[config.mk]
export PLATFORM = sky130hd
export DESIGN_NAME = arbitro_rr_demux_flat
export DESIGN_NICKNAME = d
export VERILOG_FILES = /design/src/rtl/arbitro_rr_demux_pkg.sv /design/src/rtl/arbitro_rr_demux_if.sv /design/src/rtl/arbitro_rr_demux_rr_arbiter4.sv /design/src/rtl/arbitro_rr_demux.sv /design/src/flat_wrapper.sv
export SDC_FILE = /design/constraint.sdc
export NUM_CORES = 1
export LEC_CHECK = 0
export BUFFER_PORTS_ARGS = -buffer_cell sky130_fd_sc_hd__clkbuf_2
export CORE_MARGIN = 10
export CORE_UTILIZATION = 46
export DETAILED_ROUTE_END_ITERATION = 10
export GPL_TIMING_DRIVEN = 0
export PLACE_DENSITY_LB_ADDON = 0.15
export SYNTH_ARGS = -nofsm -noshare
export SYNTH_HDL_FRONTEND = slang
export SYNTH_HIERARCHICAL = 1
export SYNTH_SLANG_ARGS = --single-unit
[constraint.sdc]
create_clock -name clk -period 2.5 [get_ports clk]
set_input_delay 0.25 -clock clk [delete_from_list [all_inputs] [get_ports clk]]
set_output_delay 0.25 -clock clk [all_outputs]
set_load 0.01 [all_outputs]
[src/rtl/arbitro_rr_demux_pkg.sv]
// Shared constants, FSM encoding and destination decode for the round-robin
// pop / destination demux stage behind the 10-bit FIFO bank.
package arbitro_rr_demux_pkg;

    localparam int DATA_W   = 10;
    localparam int NUM_Q    = 4;
    localparam int DEST_MSB = 9;
    localparam int CNT_W    = 8;

    typedef enum logic [1:0] {
        ST_IDLE  = 2'd0,
        ST_ARB   = 2'd1,
        ST_STALL = 2'd2
    } state_t;

    // Two-bit destination field whose upper bit sits at msb.
    function automatic logic [1:0] dest_of(input logic [DATA_W-1:0] word, input int msb);
        return 2'(word >> (msb - 1));
    endfunction

endpackage

[src/rtl/arbitro_rr_demux_if.sv]
// Bus between the demux stage, the four input FIFOs and the four output FIFOs.
// master is the demux side; slave is the FIFO-bank side.
interface arbitro_rr_demux_if #(
    parameter int DATA_W = arbitro_rr_demux_pkg::DATA_W,
    parameter int NUM_Q  = arbitro_rr_demux_pkg::NUM_Q
);

    logic [NUM_Q-1:0]        fifo_empty;
    logic [NUM_Q*DATA_W-1:0] fifo_data;
    logic [NUM_Q-1:0]        pop;
    logic [NUM_Q-1:0]        out_almost_full;
    logic [NUM_Q-1:0]        push;
    logic [DATA_W-1:0]       data_out;

    modport master (
        input  fifo_empty,
        input  fifo_data,
        input  out_almost_full,
        output pop,
        output push,
        output data_out
    );

    modport slave (
        output fifo_empty,
        output fifo_data,
        output out_almost_full,
        input  pop,
        input  push,
        input  data_out
    );

endinterface

[src/rtl/arbitro_rr_demux_rr_arbiter4.sv]
// Four-way round-robin grant: first requester at ptr, ptr+1, ... (mod 4).
// Purely combinational; the caller registers grant and next_ptr.
module rr_arbiter4 (
    input  logic [3:0] req,
    input  logic [1:0] ptr,
    output logic [3:0] grant,
    output logic [1:0] next_ptr
);

    logic [1:0] idx;
    logic       found;

    always_comb begin
        grant    = '0;
        next_ptr = ptr;
        found    = 1'b0;
        idx      = ptr;
        for (int k = 0; k < 4; k++) begin
            idx = ptr + 2'(k);
            if (!found && req[idx]) begin
                grant[idx] = 1'b1;
                next_ptr   = idx + 2'd1;
                found      = 1'b1;
            end
        end
    end

endmodule

[src/rtl/arbitro_rr_demux.sv]
// Round-robin pops one word per cycle from four input FIFOs and steers it to the
// output FIFO named by its destination field; pop->push latency is two cycles.
module arbitro_rr_demux #(
    parameter int DATA_W   = arbitro_rr_demux_pkg::DATA_W,
    parameter int NUM_Q    = arbitro_rr_demux_pkg::NUM_Q,
    parameter int DEST_MSB = arbitro_rr_demux_pkg::DEST_MSB,
    parameter int CNT_W    = arbitro_rr_demux_pkg::CNT_W
) (
    input  logic                     clk,
    input  logic                     reset,
    arbitro_rr_demux_if.master       bus,
    output logic [NUM_Q*CNT_W-1:0]   cnt_flat,
    output logic                     idle
);

    import arbitro_rr_demux_pkg::*;

    logic [NUM_Q-1:0]  req;
    logic [NUM_Q-1:0]  grant;
    logic [1:0]        ptr;
    logic [1:0]        next_ptr;
    logic              stall;
    logic              work;
    state_t            state;

    logic [NUM_Q-1:0]  pop_p0;
    logic              vld_p1;
    logic [NUM_Q-1:0]  sel_p1;
    logic [DATA_W-1:0] word_p1;
    logic [1:0]        dest_p1;
    logic [NUM_Q-1:0]  dest_oh_p1;
    logic [NUM_Q-1:0]  push_p2;
    logic [DATA_W-1:0] data_p2;
    logic [CNT_W-1:0]  cnt [NUM_Q];

    // fifo_empty must already account for a pop sampled on this same edge, so
    // a queue whose last word is being popped is never granted again.
    assign req   = ~bus.fifo_empty;
    assign work  = |req;
    assign stall = |bus.out_almost_full;

    rr_arbiter4 u_arb (
        .req      (req),
        .ptr      (ptr),
        .grant    (grant),
        .next_ptr (next_ptr)
    );

    // Stage p0: arbitration FSM; pop is a registered one-hot grant.
    always_ff @(posedge clk or negedge reset) begin
        if (!reset) begin
            state  <= ST_IDLE;
            ptr    <= '0;
            pop_p0 <= '0;
        end else begin
            if (stall) begin
                state  <= ST_STALL;
                pop_p0 <= '0;
            end else if (work) begin
                state  <= ST_ARB;
                pop_p0 <= grant;
                ptr    <= next_ptr;
            end else begin
                state  <= ST_IDLE;
                pop_p0 <= '0;
            end
        end
    end

    // Stage p1: remember which queue was popped; its data_out is valid now.
    always_ff @(posedge clk or negedge reset) begin
        if (!reset) begin
            vld_p1 <= 1'b0;
            sel_p1 <= '0;
        end else begin
            vld_p1 <= |pop_p0;
            sel_p1 <= pop_p0;
        end
    end

    always_comb begin
        word_p1 = '0;
        for (int i = 0; i < NUM_Q; i++) begin
            if (sel_p1[i]) begin
                word_p1 = word_p1 | bus.fifo_data[i*DATA_W +: DATA_W];
            end
        end
    end

    assign dest_p1 = dest_of(word_p1, DEST_MSB);

    always_comb begin
        dest_oh_p1          = '0;
        dest_oh_p1[dest_p1] = 1'b1;
    end

    // Stage p2: push to the destination FIFO and count it in the same edge.
    always_ff @(posedge clk or negedge reset) begin
        if (!reset) begin
            push_p2 <= '0;
            data_p2 <= '0;
            for (int d = 0; d < NUM_Q; d++) begin
                cnt[d] <= '0;
            end
        end else begin
            push_p2 <= vld_p1 ? dest_oh_p1 : '0;
            if (vld_p1) begin
                data_p2      <= word_p1;
                cnt[dest_p1] <= cnt[dest_p1] + CNT_W'(1);
            end
        end
    end

    always_comb begin
        cnt_flat = '0;
        for (int d = 0; d < NUM_Q; d++) begin
            cnt_flat[d*CNT_W +: CNT_W] = cnt[d];
        end
    end

    assign bus.pop      = pop_p0;
    assign bus.push     = push_p2;
    assign bus.data_out = data_p2;
    assign idle         = (state != ST_ARB) && !vld_p1 && !(|push_p2);

endmodule

[src/flat_wrapper.sv]
// flat-port wrapper written by rule: the top's interface ports become plain ports
module arbitro_rr_demux_flat import arbitro_rr_demux_pkg::*;
#(
    parameter int DATA_W   = arbitro_rr_demux_pkg::DATA_W,
    parameter int NUM_Q    = arbitro_rr_demux_pkg::NUM_Q,
    parameter int DEST_MSB = arbitro_rr_demux_pkg::DEST_MSB,
    parameter int CNT_W    = arbitro_rr_demux_pkg::CNT_W
)
  (clk, reset, cnt_flat, idle, bus_fifo_empty, bus_fifo_data, bus_out_almost_full, bus_pop, bus_push, bus_data_out);
  arbitro_rr_demux_if #(.DATA_W(DATA_W), .NUM_Q(NUM_Q)) bus_i ();
  input  logic clk;
  input  logic reset;
  output logic [NUM_Q*CNT_W-1:0] cnt_flat;
  output logic idle;
  input wire logic [$bits(bus_i.fifo_empty)-1:0] bus_fifo_empty;
  input wire logic [$bits(bus_i.fifo_data)-1:0] bus_fifo_data;
  input wire logic [$bits(bus_i.out_almost_full)-1:0] bus_out_almost_full;
  output wire logic [$bits(bus_i.pop)-1:0] bus_pop;
  output wire logic [$bits(bus_i.push)-1:0] bus_push;
  output wire logic [$bits(bus_i.data_out)-1:0] bus_data_out;
  assign bus_i.fifo_empty = bus_fifo_empty;
  assign bus_i.fifo_data = bus_fifo_data;
  assign bus_i.out_almost_full = bus_out_almost_full;
  assign bus_pop = bus_i.pop;
  assign bus_push = bus_i.push;
  assign bus_data_out = bus_i.data_out;
  arbitro_rr_demux #(.DATA_W(DATA_W), .NUM_Q(NUM_Q), .DEST_MSB(DEST_MSB), .CNT_W(CNT_W)) u_core (.clk(clk), .reset(reset), .bus(bus_i), .cnt_flat(cnt_flat), .idle(idle));
endmodule
== After elaboration in Yosys (flattened, before gate mapping) ==
Cells that the tools add are included.

* Bits in registers: 59
* Output and inout port bits: 51
* Bits of input ports: 50

* Equal/unequal tests: 1
* Reduce and logical (&&, ||, !) cells: 22
* Bitwise operators: 9
* Add/sub/neg operators: 7
* $lt $le $gt $ge: 12
* Mux-type cells: 44

{| class="wikitable"
|+ Operators with widths
! kind !! number
|-
| $mux 10 || 4
|-
| $bwmux 32 || 1
|-
| $or 10x10->10 || 3
|-
| $mux 4 || 7
|-
| $mux 8 || 3
|-
| $bmux 8 s2 || 1
|-
| $demux 8 s2 || 1
|-
| $reduce_or 4->1 || 4
|-
| $lt 2x3->1 const B || 5
|-
| $mux 1 || 13
|-
| $or 4x4->4 || 3
|-
| $logic_and 1x1->1 || 11
|-
| $demux 1 s2 || 5
|-
| $ge 2x1->1 const B || 5
|-
| $mux 2 || 5
|-
| $add 2x1->2 const B || 4
|-
| $add 8x1->8 const B || 1
|-
| $bmux 1 s2 || 4
|-
| $logic_not 1->1 || 5
|-
| $add 2x2->2 const B || 2
|-
| $not 4->4 || 1
|-
| $reduce_bool 4->1 || 1
|-
| $ge 3x3->1 const B || 1
|-
| $lt 3x1->1 const B || 1
|-
| other kinds (4) || 4
|}

== Logic depth before layout (Yosys ltp) ==
* Depth after elaboration: 15
* Depth in mapped cells: 12

== By module ==
Netlist, hierarchy kept.

{| class="wikitable"
|+ By module, submodules not included
! module !! cells an instance !! area an instance (µm²) !! instances !! sequential area each (µm²)
|-
| arbitro_rr_demux || 221 || 2732.6 || 1 || 1476.4
|-
| rr_arbiter4 || 51 || 447.9 || 1 || 0.0
|}

== Worst setup path after synthesis ==
No wires, ideal clock.

* Path type: flip-flop to flip-flop
* From: reg u_core.sel_p1[2]
* To: reg u_core.cnt, in the netlist u_core/cnt_flat[14]
* Data required time: 2.370 ns
* Cell stages (with the launch flop): 13
* Slack: 0.080 ns
* Library setup time: 0.130 ns
* Clock period less this slack: 2.420 ns
* Arrival time: 2.290 ns
* Path through: dfrtp_1 buf_6 a22oi_4 nand2_4 buf_12 mux2i_1 mux2_4 inv_1 ha_1 nand2_1 nor4_2 xor2_1 a21oi_1

* Longest elaborated chain between the ends: 9
* Elaborated cells on any way between the ends: 14
* Those cells by class: 1 x add/sub; 2 x order compare; 8 x mux; 2 x bitwise; 1 x reduce/logical

{| class="wikitable"
|+ Ends and longest elaborated chain
! item !! line !! text
|-
| start: declaration || arbitro_rr_demux.sv:28 || <nowiki>logic [NUM_Q-1:0] sel_p1;</nowiki>
|-
| start signal: assignment || arbitro_rr_demux.sv:77 || <nowiki>sel_p1 <= pop_p0;</nowiki>
|-
| $mux 10 (*) || arbitro_rr_demux.sv:84 || <nowiki>if (sel_p1[i]) begin</nowiki>
|-
| $or 10x10->10 || arbitro_rr_demux.sv:85 || <nowiki>word_p1 = word_p1 | bus.fifo_data[i*DATA_W +: DATA_W];</nowiki>
|-
| $mux 10 (*) || arbitro_rr_demux.sv:84 ||
|-
| $not 2->3 (not written as such) (*) || arbitro_rr_demux.sv:109 || <nowiki>cnt[dest_p1] <= cnt[dest_p1] + CNT_W'(1);</nowiki>
|-
| $bmux 8 s2, or another cell as far along || arbitro_rr_demux.sv:109 ||
|-
| $mux 8 (not written as such) / $logic_and 1x1->1 (equally long branches) || arbitro_rr_demux.sv:109 ||
|-
| $mux 8 (not written as such) || arbitro_rr_demux.sv:109 ||
|-
| $add 8x1->8 / $demux 8 s2 (equally long branches) || arbitro_rr_demux.sv:109 ||
|-
| $bwmux 32 (*) || arbitro_rr_demux.sv:109 ||
|-
| end signal: indexed assignment || arbitro_rr_demux.sv:109 ||
|-
| end: declaration || arbitro_rr_demux.sv:34 || <nowiki>logic [CNT_W-1:0] cnt [NUM_Q];</nowiki>
|}

Mark *: on every way between the ends. The rest lies on a longest branch, timed or not. The select of a mux whose other input is x is not followed.
A chain may end at the register's enable or synchronous reset.

== Worst setup path after layout ==
* From: reg u_core.sel_p1[2]
* To: reg u_core.cnt, in the netlist u_core/cnt_flat[4]

The elaborated chain is that of the path after synthesis.

==> flow_summary.toml <==
[detailed_routing]
drc = 0
drtPass1Iterations = 4
vias = 2556
wl_per_cell_um = 17.3
wl_um = 8320
vias_per_cell = 5.33
antenna_left = 0
initialDrtViolationCount = 87

[yosys]
synth_nets = 329
syn-cell-area_um2 = 3180
postSynthAreaPerCell_um2 = 11.7
yosysSeqAreaShare = 0.464
yosys_warnings = 6
ys_types = 50
ys_ff_latch = 59
synthCells = 272

[placed_design]
hpwl_um = 6160
dp.cells = 452
routabilityCongestion = 0.799
io_buffer_count = 100
pre_cts_ws_ps = -187
place_area_um2 = 3780

[layout]
post-route-util = 0.615
nFillCells = 563
layout_common_cells = "clkbuf_2 (99), dfrtp_1 (58), mux2_2 (24)"
finalNetCount = 452
diodes = 0
final_cell_area_um2 = 4160
syn2layout_area_growth_pct = 30.6
layout_commonest_cell = "clkbuf_2"
drive_gt1_frac = 0.475
final_cells = 480

[job]
maxCapViolations = 0

[worst_hold_path]
hold_path.class = "in2async"

[clock_tree]
root_buffer = "clkbuf_8"
cts.path.max_buffers = 2
clkSinkCount = 59
clk_latency_ps = 330
cts_max_level = 3
cts_tree = "built"
postCtsHoldBufs = 0
path_clk_slew_ps = 70
cts_inserted_buffers = 9

[global_route]
globalRouteTotalUtil = 0.155
grtUsageMet2 = 0.229
grt_antenna_before_repair = 0
grt.met3_usage = 0.0623
use_met1 = 0.204
grt_pass1_vias = 2580
gr-total-overflow = 0
grt_busiest_layer = "met2"
grt_max_degree = 60
grt_pass1_wl_um = 13000

[setup_path]
cp.required_ps = 2710
r2r_end = "u_core/cnt_flat[4]"
reg2reg_depth = 11
worstPathMaxFanout = 10
critPathKind = "reg2reg"
worst_setup_path_end_kind = "register"
crit_path_start = "u_core/sel_p1[2]"
arrival_ps = 2620
r2r_setup_slack_ps = 90
worstSetupEndpoint = "u_core/cnt_flat[4]"
r2r_start = "u_core/sel_p1[2]"
start_kind = "register"

[timing]
hold_violations = 0
slew_violations = 0
timing.slew.headroom = 0.486
finalCritPeriodShare = 0.966
fin_ws_ps = 86.0
clock_skew_ps = 11.1
fmax_mhz = 414
period_needed_ps = 2410
finalSetupViolCount = 0
max_slew.worst_pin.slew_ps = 772

[outcome]
status = "finished clean"

[floorplanning]
core_area_um2 = 6760
start_util = 0.471
dieWidth_um = 103
die_h_um = 103
die_area_um2 = 10600
fp-row-count = 30
io_pins = 101

[power]
power_density_nw_per_um2 = 1040
p_total_w = 0.00432
peakVddDrop_mv = 0.534
power.leakage_nw = 2.06
[worst min-delay path by stage]
stage / end / cells after the start
2_1_floorplan: u_core/bus.data_out[0] / 0
3_5_place_dp: u_core/sel_p1[0] / 0
4_1_cts: u_core/cnt_flat[16] / 1
3_3_place_gp: u_core/sel_p1[0] / 0
6_report: u_core/cnt_flat[0] / 1
5_1_grt: u_core/cnt_flat[0] / 1
[power breakdown]
group | internal [W] | leakage [nW] | switching (W)
clock | 0.000538 | 0.108 | 0.000361
combinational | 0.000980 | 1.17 | 0.00108
sequential | 0.00119 | 0.776 | 0.000174
[synth_stat cells, drive strengths merged]
| library cell | count | area share |
|---|---|---|
| xnor2 | 9 | 0.027 |
| or4 | 3 | 0.0071 |
| ha | 7 | 0.028 |
| nand2 | 15 | 0.021 |
| o211ai | 2 | 0.0063 |
| nand2b | 1 | 0.0020 |
| inv | 16 | 0.019 |
| or2b | 1 | 0.0024 |
| and2 | 6 | 0.013 |
| a22oi | 23 | 0.063 |
| o21a | 1 | 0.0024 |
| nand3 | 6 | 0.0094 |
| o21ai | 5 | 0.0079 |
| and2b | 2 | 0.0051 |
| mux4 | 5 | 0.038 |
| nor3 | 3 | 0.0047 |
| a221o | 1 | 0.0031 |
| buf | 11 | 0.035 |
| xor2 | 1 | 0.0028 |
| o22ai | 1 | 0.0020 |
| nor2 | 23 | 0.030 |
| or2 | 2 | 0.0039 |
| a31oi | 8 | 0.016 |
| dfrtp | 59 | 0.46 |
| o221ai | 4 | 0.011 |
| a2111oi | 1 | 0.0028 |
| nor2b | 2 | 0.0039 |
| a221oi | 1 | 0.0028 |
| a41oi | 1 | 0.0028 |
| a21oi | 11 | 0.017 |
| mux2 | 26 | 0.094 |
| clkbuf | 2 | 0.0055 |
| nor4 | 3 | 0.017 |
| mux2i | 10 | 0.031 |
[registers in the layout (all words and copies together), names as in the netlist]
signal and count:
u_core/bus.push 4, u_core/bus.data_out 10, u_core/sel_p1 4, u_core/cnt_flat 32, u_core/ptr 2, u_core/vld_p1 1, u_core/state 2, u_core/bus.pop 4
[cell type report]
class | instances | area, um2 | area share
Buffer | 13 | 128 | 0.0307
Clock buffer | 12 | 165 | 0.0397
Clock inverter | 4 | 47.5 | 0.0114
Inverter | 16 | 60.1 | 0.0145
Multi-Input combinational cell | 184 | 1570 | 0.378
Sequential cell | 59 | 1480 | 0.356
Tap cell | 80 | 100 | 0.0241
Timing Repair Buffer | 112 | 606 | 0.146
[worst max-delay path, stage by stage, from the launching register on]
cell and delay, ps:
dfrtp_1 370, buf_6 150, a22oi_4 200, nand2_4 100, buf_4 160, mux2_2 290, o21a_1 190, ha_2 190
nand2_2 120, nor2_2 60, xnor2_2 180, mux2_2 290
[per-stage QoR]
| step | setup TNS (ps) | hold WS (ps) |
|---|---|---|
| finish | 0 | 16.2 |
| global route | -48.1 | 67.4 |
| CTS | 0 | 43.8 |
| detailed placement | -799 | 381 |
| global placement | -677 | 381 |
| floorplan | 0 | -45.6 |
[cells by family (layout without fill, tap and decap cells)]
| logic type | count (synthesis) | after routing | synth area share |
|---|---|---|---|
| AO/OA/AOI/OAI | 59 | 59 | 0.137 |
| XOR/XNOR | 10 | 10 | 0.0299 |
| adder cells (fa/ha/maj) | 7 | 7 | 0.0275 |
| buffers and inverters | 29 | 157 | 0.0590 |
| flip-flops | 59 | 59 | 0.464 |
| multiplexers | 41 | 41 | 0.164 |
| AND/OR/NAND/NOR | 67 | 67 | 0.119 |
[layer usage]
layer,vias to the layer above,routed length [um]
li1,1246,-
met1,1208,3860
met2,96,3610
met3,6,782
met4,0,63
met5,-,0
[timing repair]
item,CTS,global route
hold endpoints to repair,0,0
pin swaps,3,10
gates resized for setup,6,5
endpoints found under the setup margin,9,9
buffers inserted,2,10
No activity file was read; power rests on OpenSTA's default activity.
